==> config.mk <==
export PLATFORM = sky130hd
export DESIGN_NAME = sc_fifo_prog
export DESIGN_NICKNAME = d
export VERILOG_FILES = /design/src/rtl/fifo_lib_pkg.sv /design/src/rtl/dual_port_ram.sv /design/src/rtl/sc_fifo_prog.sv
export SDC_FILE = /design/constraint.sdc
export NUM_CORES = 1
export LEC_CHECK = 0
export ABC_AREA = 1
export CAP_MARGIN = 15
export CORE_MARGIN = 4
export CORE_UTILIZATION = 56
export DETAILED_ROUTE_END_ITERATION = 7
export DONT_BUFFER_PORTS = 1
export PLACE_DENSITY = 0.71
export SYNTH_ARGS = -nofsm -noshare
export SYNTH_HDL_FRONTEND = slang
export SYNTH_SLANG_ARGS = --single-unit
==> constraint.sdc <==
create_clock -name clk_i -period 3.9 [get_ports clk_i]
set_input_delay 0.78 -clock clk_i [delete_from_list [all_inputs] [get_ports clk_i]]
set_output_delay 0.78 -clock clk_i [all_outputs]
set_load 0.02 [all_outputs]
==> src/rtl/fifo_lib_pkg.sv <==
// fifo_lib_pkg: shared FIFO helpers (used-words counter width, threshold compare)
package fifo_lib_pkg;
  function automatic int used_w(input int addr_width);
    return addr_width + 1;
  endfunction
  function automatic logic thr_hit(input logic [31:0] cnt, input logic [31:0] thr, input logic ge);
    return ge ? (cnt >= thr) : (cnt <= thr);
  endfunction
endpackage

==> src/rtl/dual_port_ram.sv <==
// dual_port_ram: simple dual-port RAM, one write port and one registered read port
// ports: wr_clk_i/wr_en_i/wr_addr_i/wr_data_i write side,
//        rd_clk_i/rd_en_i/rd_addr_i/rd_data_o read side (rd_data_o holds when rd_en_i=0)
module dual_port_ram #(
  parameter int DATA_WIDTH = 8,
  parameter int ADDR_WIDTH = 3
) (
  input  logic                  wr_clk_i,
  input  logic                  wr_en_i,
  input  logic [ADDR_WIDTH-1:0] wr_addr_i,
  input  logic [DATA_WIDTH-1:0] wr_data_i,
  input  logic                  rd_clk_i,
  input  logic                  rd_en_i,
  input  logic [ADDR_WIDTH-1:0] rd_addr_i,
  output logic [DATA_WIDTH-1:0] rd_data_o
);
  logic [DATA_WIDTH-1:0] mem [2**ADDR_WIDTH];
  always_ff @(posedge wr_clk_i)
    if (wr_en_i) mem[wr_addr_i] <= wr_data_i;
  always_ff @(posedge rd_clk_i)
    if (rd_en_i) rd_data_o <= mem[rd_addr_i];
endmodule

==> src/rtl/sc_fifo_prog.sv <==
// sc_fifo_prog: single-clock show-ahead FIFO with programmable almost-full/empty thresholds
// ports: clk_i, rst_i (async, active-high); wr_i/wr_data_i push; rd_i pop, rd_data_o head word;
//        used_words_o, full_o, empty_o status; af_thr_i/ae_thr_i -> almost_full_o/almost_empty_o;
//        overflow_o/underflow_o sticky errors cleared by err_clr_i
// config: define SC_FIFO_PROG_ERR_FLAGS_EN to build the sticky error flags (otherwise tied to 0)
module sc_fifo_prog
  import fifo_lib_pkg::*;
#(
  parameter int DATA_WIDTH   = 8,
  parameter int WORDS_AMOUNT = 8,
  parameter int ADDR_WIDTH   = $clog2(WORDS_AMOUNT)
) (
  input  logic                  clk_i,
  input  logic                  rst_i,
  input  logic [DATA_WIDTH-1:0] wr_data_i,
  input  logic                  wr_i,
  output logic [DATA_WIDTH-1:0] rd_data_o,
  input  logic                  rd_i,
  output logic [ADDR_WIDTH:0]   used_words_o,
  output logic                  full_o,
  output logic                  empty_o,
  input  logic [ADDR_WIDTH:0]   af_thr_i,
  input  logic [ADDR_WIDTH:0]   ae_thr_i,
  output logic                  almost_full_o,
  output logic                  almost_empty_o,
  output logic                  overflow_o,
  output logic                  underflow_o,
  input  logic                  err_clr_i
);
  localparam int CW = used_w(ADDR_WIDTH);
  logic [CW-1:0] used, wr_ptr, rd_ptr;
  logic [DATA_WIDTH-1:0] q, out_data;
  logic ram_vld, out_vld, wr_acc, pop, load, fetch;
  assign full_o = used == CW'(WORDS_AMOUNT);
  assign empty_o = !out_vld;
  assign used_words_o = used;
  assign rd_data_o = out_data;
  assign wr_acc = wr_i && !full_o;
  assign pop = rd_i && out_vld;
  // two-stage prefetch: RAM read register (ram_vld) feeds the show-ahead output register (out_vld)
  assign load = ram_vld && (!out_vld || pop);
  assign fetch = (wr_ptr != rd_ptr) && (!ram_vld || load);
  assign almost_full_o = thr_hit(32'(used), 32'(af_thr_i), 1'b1);
  assign almost_empty_o = thr_hit(32'(used), 32'(ae_thr_i), 1'b0);
  dual_port_ram #(.DATA_WIDTH(DATA_WIDTH), .ADDR_WIDTH(ADDR_WIDTH)) u_ram (
    .wr_clk_i (clk_i),
    .wr_en_i  (wr_acc),
    .wr_addr_i(wr_ptr[ADDR_WIDTH-1:0]),
    .wr_data_i(wr_data_i),
    .rd_clk_i (clk_i),
    .rd_en_i  (fetch),
    .rd_addr_i(rd_ptr[ADDR_WIDTH-1:0]),
    .rd_data_o(q)
  );
  always_ff @(posedge clk_i or posedge rst_i)
    if (rst_i) begin
      used <= '0;
      wr_ptr <= '0;
      rd_ptr <= '0;
      ram_vld <= 1'b0;
      out_vld <= 1'b0;
    end else begin
      used <= used + CW'(wr_acc) - CW'(pop);
      wr_ptr <= wr_acc ? wr_ptr + 1'b1 : wr_ptr;
      rd_ptr <= fetch ? rd_ptr + 1'b1 : rd_ptr;
      ram_vld <= fetch || (ram_vld && !load);
      out_vld <= load || (out_vld && !pop);
    end
  always_ff @(posedge clk_i)
    if (load) out_data <= q;
`ifdef SC_FIFO_PROG_ERR_FLAGS_EN
  logic ovf, udf;
  always_ff @(posedge clk_i or posedge rst_i)
    if (rst_i) begin
      ovf <= 1'b0;
      udf <= 1'b0;
    end else begin
      ovf <= (wr_i && full_o) || (ovf && !err_clr_i);
      udf <= (rd_i && !out_vld) || (udf && !err_clr_i);
    end
  assign overflow_o = ovf;
  assign underflow_o = udf;
`else
  logic unused_err_clr;
  assign unused_err_clr = err_clr_i;
  assign overflow_o = 1'b0;
  assign underflow_o = 1'b0;
`endif
endmodule
==> run metrics, run 1 <==
status=complete, no violations; clk_lat worst skew=360 ps; Yosys reg bits=94; Pleak=approximately 1.7 nW; Post-Synthesis Cells=between 300 and 400; Final #Nets=around 390; final hold violation count=0; Util after Layout=between 60 and 70%; minimum clock period=between 2000 and 3000 ps; number of max-cap violations=0; RSZ-0062 raised after global routing=no; Final GP Congestion=between 0.7 and 0.8; relative slew slack=between 30% and 40%; IO Pins=39; Placed Cells incl. Taps=~440; H-tree depth=3; largest net degree at the start of global routing=38; post-CTS sizing=0; 1st-iter DRT viols=207; RR Endpoint=u_ram.mem[0][1]; Syn-to-layout area delta=5.610%; wire per inst=15.54 µm; Fmax=roughly 380 MHz; max-slew violations=0; Critical Path End=almost_empty_o; maximum fanout along the worst path=3; Worst Setup SP=used_words_o[0]; overall power=0.003280 W; M1 WL=around 3100 µm; Post-Syn Area=just over 0.004 mm²; vias in the first global route=roughly 2.3k; post-route ant nets=0; CTS sink count=94; hpwl dp=~4400 µm; syn_area_per_cell=between 10 and 15 µm²; Antenna diodes=0; Power Density=approximately 770 mW/mm²; Die Area=roughly 0.0087 mm²; TritonCTS Buffers=9; Hold/Removal Path Class=primary input to asynchronous set/reset pin; Post-CTS Hold Buffers=0; global-route wire length before repair=11180 µm; GRT Resource Usage Total=17.27%; Worst Skew=roughly 7.5 ps; initial antenna violation count=0; Die Height=93.14 µm; CP Class=register to primary output; met3 routed WL=around 400 µm; Worst-Margin Slew=about 1000 ps; core area=0.006907 mm²; Vias per Instance=5.350; Max IR drop VDD=about 0.35 mV; register area share after synthesis=about two thirds; R2R depth=7; setup TNS=0 ps; Worst EP required=3120 ps; initial core utilization=between 50 and 60%; final worst-path cycle share=between 60% and 70%; Worst R2R Setup Slack=1430 ps; port bufs=0; met2 wire length=~3500 µm; DRT Wirelength=around 7000 µm; Synth cell types=25; post-CTS setup buffer count=0; TritonRoute pass-1 iters=4; non-filler cells, final=between 400 and 500; root buf cell=clkbuf_8; Via Count=~2.4k; Critical Path Sink Type=primary output; arrival time at the worst endpoint=1860 ps; layout cells sized above 1=under 10%; Yosys warning total=0; Final Setup Violations=0; Die X=slightly above 90 µm; Clock transition at path regs=around 90 ps; top routing layer in use=met4; clock tree from TritonCTS=built; Max Buffers Root-to-Sink=2; total gr overflow=0; startpoint types=register; Worst R2R Start=used_words_o[2]; site row count=30; Post-route DRC=0
==> registers in the layout (all words and copies together) (netlist names) <==
| name | count |
|---|---|
| rd_ptr | 4 |
| used_words_o | 4 |
| u_ram.rd_data_o | 8 |
| u_ram.mem | 64 |
| out_vld | 1 |
| wr_ptr | 4 |
| ram_vld | 1 |
| rd_data_o | 8 |
==> placed cells by master, fill, tap and decap left out <==
cell type / instances
conb_1: 2
edfxtp_1: 80
inv_6: 2
nand2_4: 2
nor2_4: 2
buf_4: 3
o21ai_0: 34
nor2_1: 56
nand3_1: 11
inv_2: 4
nand4_1: 1
inv_4: 1
o21ai_1: 18
a21oi_1: 5
inv_1: 26
dfrtp_1: 14
nand2_2: 1
clkbuf_8: 9
clkinvlp_4: 2
xnor2_1: 1
clkinv_2: 1
nor3_1: 1
ha_1: 15
o211ai_1: 1
clkinv_4: 1
fa_1: 1
xor2_1: 5
nand2_1: 57
==> cell type report <==
| cell class | count | area, µm² |
|---|---|---|
| Clock buffer | 9 | 123.9 |
| Clock inverter | 6 | 46.29 |
| Fill cell | 561 | 2620 |
| Inverter | 31 | 118.9 |
| Multi-Input combinational cell | 213 | 1102 |
| Sequential cell | 94 | 2753 |
| Tap cell | 96 | 120.1 |
| Timing Repair Buffer | 3 | 22.52 |
==> synth_stat cells, drive strengths merged <==
| cell type | number | area, µm² |
|---|---|---|
| nand2 | 60 | 242.7 |
| nand4 | 1 | 6.260 |
| a21oi | 5 | 25.02 |
| nor2 | 58 | 232.7 |
| conb | 1 | 3.750 |
| nor3 | 1 | 5.000 |
| dfrtp | 14 | 350.3 |
| edfxtp | 80 | 2402 |
| xor2 | 5 | 43.79 |
| o211ai | 1 | 7.510 |
| inv | 31 | 118.9 |
| fa | 1 | 20.02 |
| xnor2 | 1 | 8.760 |
| buf | 14 | 88.84 |
| nand3 | 11 | 55.05 |
| o21ai | 52 | 260.3 |
| ha | 15 | 187.7 |
==> through the flow <==
step	area [µm²]	worst slack (ps)	hold WS [ps]
6_report	4287	1263	339.8
3_5_place_dp	4116	1430	405.2
3_3_place_gp	4116	1448	400.3
4_1_cts	4287	1218	350.5
2_1_floorplan	4063	1496	400.3
5_1_grt	4287	1168	374.2
==> power breakdown <==
| part | switching [W] | total (W) | internal [W] |
|---|---|---|---|
| Sequential | 0.000213 | 0.00161 | 0.00140 |
| Combinational | 0.000751 | 0.00111 | 0.000355 |
| Clock | 0.000331 | 0.000563 | 0.000232 |
==> critical path, stage by stage, from the launching register on <==
cell	delay, ps
dfrtp_1	490
inv_1	150
ha_1	300
nand2_1	50
o21ai_0	520
==> worst min-delay path by stage <==
stage	from	endpoint	slack, ps	cells after the start
5_1_grt	rst_i	rd_ptr[1]	370	1
4_1_cts	rst_i	rd_ptr[1]	350	1
3_5_place_dp	u_ram.rd_data_o[0]	rd_data_o[0]	410	0
6_report	rst_i	rd_ptr[1]	340	1
3_3_place_gp	u_ram.rd_data_o[1]	rd_data_o[1]	400	0
2_1_floorplan	u_ram.rd_data_o[0]	rd_data_o[0]	400	0
==> routing by layer <==
metal  GRT usage (%)  up-vias
met3           3.057        7
li1                -     1186
met1           22.52     1156
met5               0        -
met2           28.61       69
met4           7.326        0
==> logic make-up (layout without fill, tap and decap cells) <==
kind of cell	count (synthesis)	in the layout	share of synthesized area, %
buffers and inverters	45	49	5.117
flip-flops	94	94	67.82
other	1	2	0.09239
XOR/XNOR	6	6	1.295
AND/OR/NAND/NOR	131	131	13.35
AO/OA/AOI/OAI	58	58	7.213
adder cells (fa/ha/maj)	16	16	5.117
Note: power is estimated with default switching activity, not from simulation.
==> run 2: changes to the inputs <==
==> constraint.sdc (replaced) <==
create_clock -name clk_i -period 2.6 [get_ports clk_i]
set_input_delay 0.52 -clock clk_i [delete_from_list [all_inputs] [get_ports clk_i]]
set_output_delay 0.52 -clock clk_i [all_outputs]
set_load 0.02 [all_outputs]
==> run metrics, run 2 (synthesis gave the netlist of run 1 again) <==
status=complete, no violations (unchanged); CP bufs+invs=3 (was 1); post-CTS setup buffer count=0 (unchanged); wire per inst=15.06 µm (was 15.54 µm); largest net degree at the start of global routing=37 (was 38); largest registers=u_ram.mem x64, rd_data_o x8, u_ram.rd_data_o x8 (unchanged); GRT Resource Usage Total=17.40% (was 17.27%); hpwl dp=4633 µm (was 4351 µm); IO Pins=39 (unchanged); RSZ-0062 raised after global routing=no (unchanged); Syn-to-layout area delta=8.077% (was 5.610%); global-route wire length before repair=11410 µm (was 11180 µm); initial antenna violation count=0 (unchanged); total gr overflow=0 (unchanged); Final GP Congestion=0.7753 (was 0.7667); Die X=93.14 µm (unchanged); worst-path cell chain=inv_1, ha_1, nand3_1, nand2_1, ha_1, inv_1, ha_1, inv_1, fa_1, xnor2_1 (was inv_1, ha_1, nand2_1, o21ai_0); DRT Wirelength=6957 µm (was 7024 µm); max-slew violations=0 (unchanged); post-CTS sizing=0 (unchanged); Worst-Margin Slew=669.9 ps (was 1017 ps); Worst EP required=2840 ps (was 3120 ps); Biggest register=u_ram.mem (unchanged); final hold violation count=0 (unchanged); relative slew slack=55.34% (was 31.95%); Hold/Removal Path Class=primary input to asynchronous set/reset pin (unchanged); Vias per Instance=5.327 (was 5.350); Via Count=2461 (was 2418); Pleak=1.754 nW (was 1.689 nW); minimum clock period=between 2000 and 2500 ps; 1st-iter DRT viols=229 (was 207); met2 Use GR=29.45% (was 28.61%); Placed Cells incl. Taps=446 (was 437); Die Area=0.008674 mm² (unchanged); Final Setup Violations=0 (unchanged); Fmax=437.2 MHz; vias in the first global route=2442 (was 2257); TritonRoute pass-1 iters=4 (unchanged); Util after Layout=63.51% (was 62.07%); site row count=30 (unchanged); Critical Path Sink Type=register (was primary output); Most Used Layer, Global Route=met2 (unchanged); most frequent cells in the layout=edfxtp_1 (80), nand2_1 (57), nor2_1 (56), o21ai_0 (34), inv_1 (26) (unchanged); GR Layer Usage met3=3.379% (was 3.057%); most common cell after layout, fill and taps aside=edfxtp_1 (unchanged); Max Buffers Root-to-Sink=2 (unchanged); CTS sink count=94 (unchanged); number of max-cap violations=0 (unchanged); R2R depth=10 (was 7); Critical Path Max Stage Delay=530 ps (was 520 ps); Design Area, Final=0.004387 mm² (was 0.004287 mm²); Max IR drop VDD=0.5328 mV (was 0.3462 mV); root buf cell=clkbuf_8 (unchanged); TritonCTS Buffers=9 (unchanged); Die Height=93.14 µm (unchanged); Clock transition at path regs=90 ps (about the same); initial core utilization=58.77% (unchanged); H-tree depth=3 (unchanged); max reg flops=64 (unchanged); maximum fanout along the worst path=4 (was 3); Final #Nets=398 (was 389); port bufs=0 (unchanged); setup TNS=0 ps (unchanged); clock tree from TritonCTS=built (unchanged); critical path's top delay family=adder cells (was compound AO/OA/AOI/OAI gates); startpoint types=register (unchanged); Power Density=1156 mW/mm² (was 765.1 mW/mm²); clk_lat worst skew=350 ps (was 360 ps); CP Class=register to register (was register to primary output); Hold WS=90.33 ps (was 339.8 ps); post-route ant nets=0 (unchanged); Post-route DRC=0 (unchanged); M1 GR Usage=22.69% (was 22.52%); layout cells sized above 1=10.11% (was 7.865%); Post-CTS Hold Buffers=0 (unchanged); final worst-path cycle share=between 80% and 90%; CP max-delay cell=dfrtp_1 (was o21ai_0); Antenna diodes=0 (unchanged); Critical Path Stages=10 (was 4); arrival time at the worst endpoint=2530 ps (was 1860 ps); non-filler cells, final=462 (was 452); core area=0.006907 mm² (unchanged); DP Area=0.004184 mm² (was 0.004116 mm²); Worst Skew=6.907 ps (was 7.512 ps)
[run 2: power breakdown]
part,internal [W],switching [W]
logic,0.000575,0.00113
clock network,0.000456,0.000508
registers,0.00209,0.000310
total,0.00312,0.00194
[run 2: worst paths after layout]
check	startpoint	end	slack (ps)
worst min register to register	u_ram.rd_data_o[4]	rd_data_o[4]	420
min in group clk_i	wr_data_i[5]	u_ram.mem[5][5]	260
worst max register to register	used_words_o[2]	used_words_o[2]	310
worst min-delay path	rst_i	wr_ptr[0]	90
max in group asynchronous	rst_i	rd_ptr[3]	2150
worst max-delay path	used_words_o[2]	used_words_o[2]	310
[run 2: layout make-up]
| type | instances | area, µm² |
|---|---|---|
| timing repair buffer | 12 | 90.09 |
| fill | 534 | 2520 |
| inverter | 31 | 118.9 |
| clock inverter | 7 | 78.83 |
| multi-input combinational | 213 | 1102 |
| sequential | 94 | 2753 |
| clock buffer | 9 | 123.9 |
| tap | 96 | 120.1 |
[run 2: worst reg2reg max path, stage by stage, from the launching register on]
cell and delay [ps]:
dfrtp_1 530, inv_1 120, ha_1 210, nand3_1 110, nand2_1 120, ha_1 310
inv_1 60, ha_1 150, inv_1 60, fa_1 370, xnor2_1 140
[run 2: stage by stage]
stage | worst slack, ps | total power (W)
final | 312.7 | 0.005069
after global routing | 145.7 | 0.005467
after CTS | 304.6 | 0.005113
after detailed placement | 322.3 | 0.004155
after global placement | 383.6 | 0.004080
after floorplan | 474.8 | 0.003735
[run 2: metal layers]
metal  routed length (µm)  share of wire [%]
met1                 3176                 46
met2                 3390                 49
met3                  312                4.5
met4                   78                1.1
met5                    0                  0
==> run 3: changes to the inputs <==
--- a/config.mk
+++ b/config.mk
@@ -6,7 +6,6 @@
 export NUM_CORES = 1
 export LEC_CHECK = 0
 export ABC_AREA = 1
-export CAP_MARGIN = 15
 export CORE_MARGIN = 4
 export CORE_UTILIZATION = 56
 export DETAILED_ROUTE_END_ITERATION = 7
==> results of run 3 <==
Final layout, timing and power as in run 2 (identical DEF).
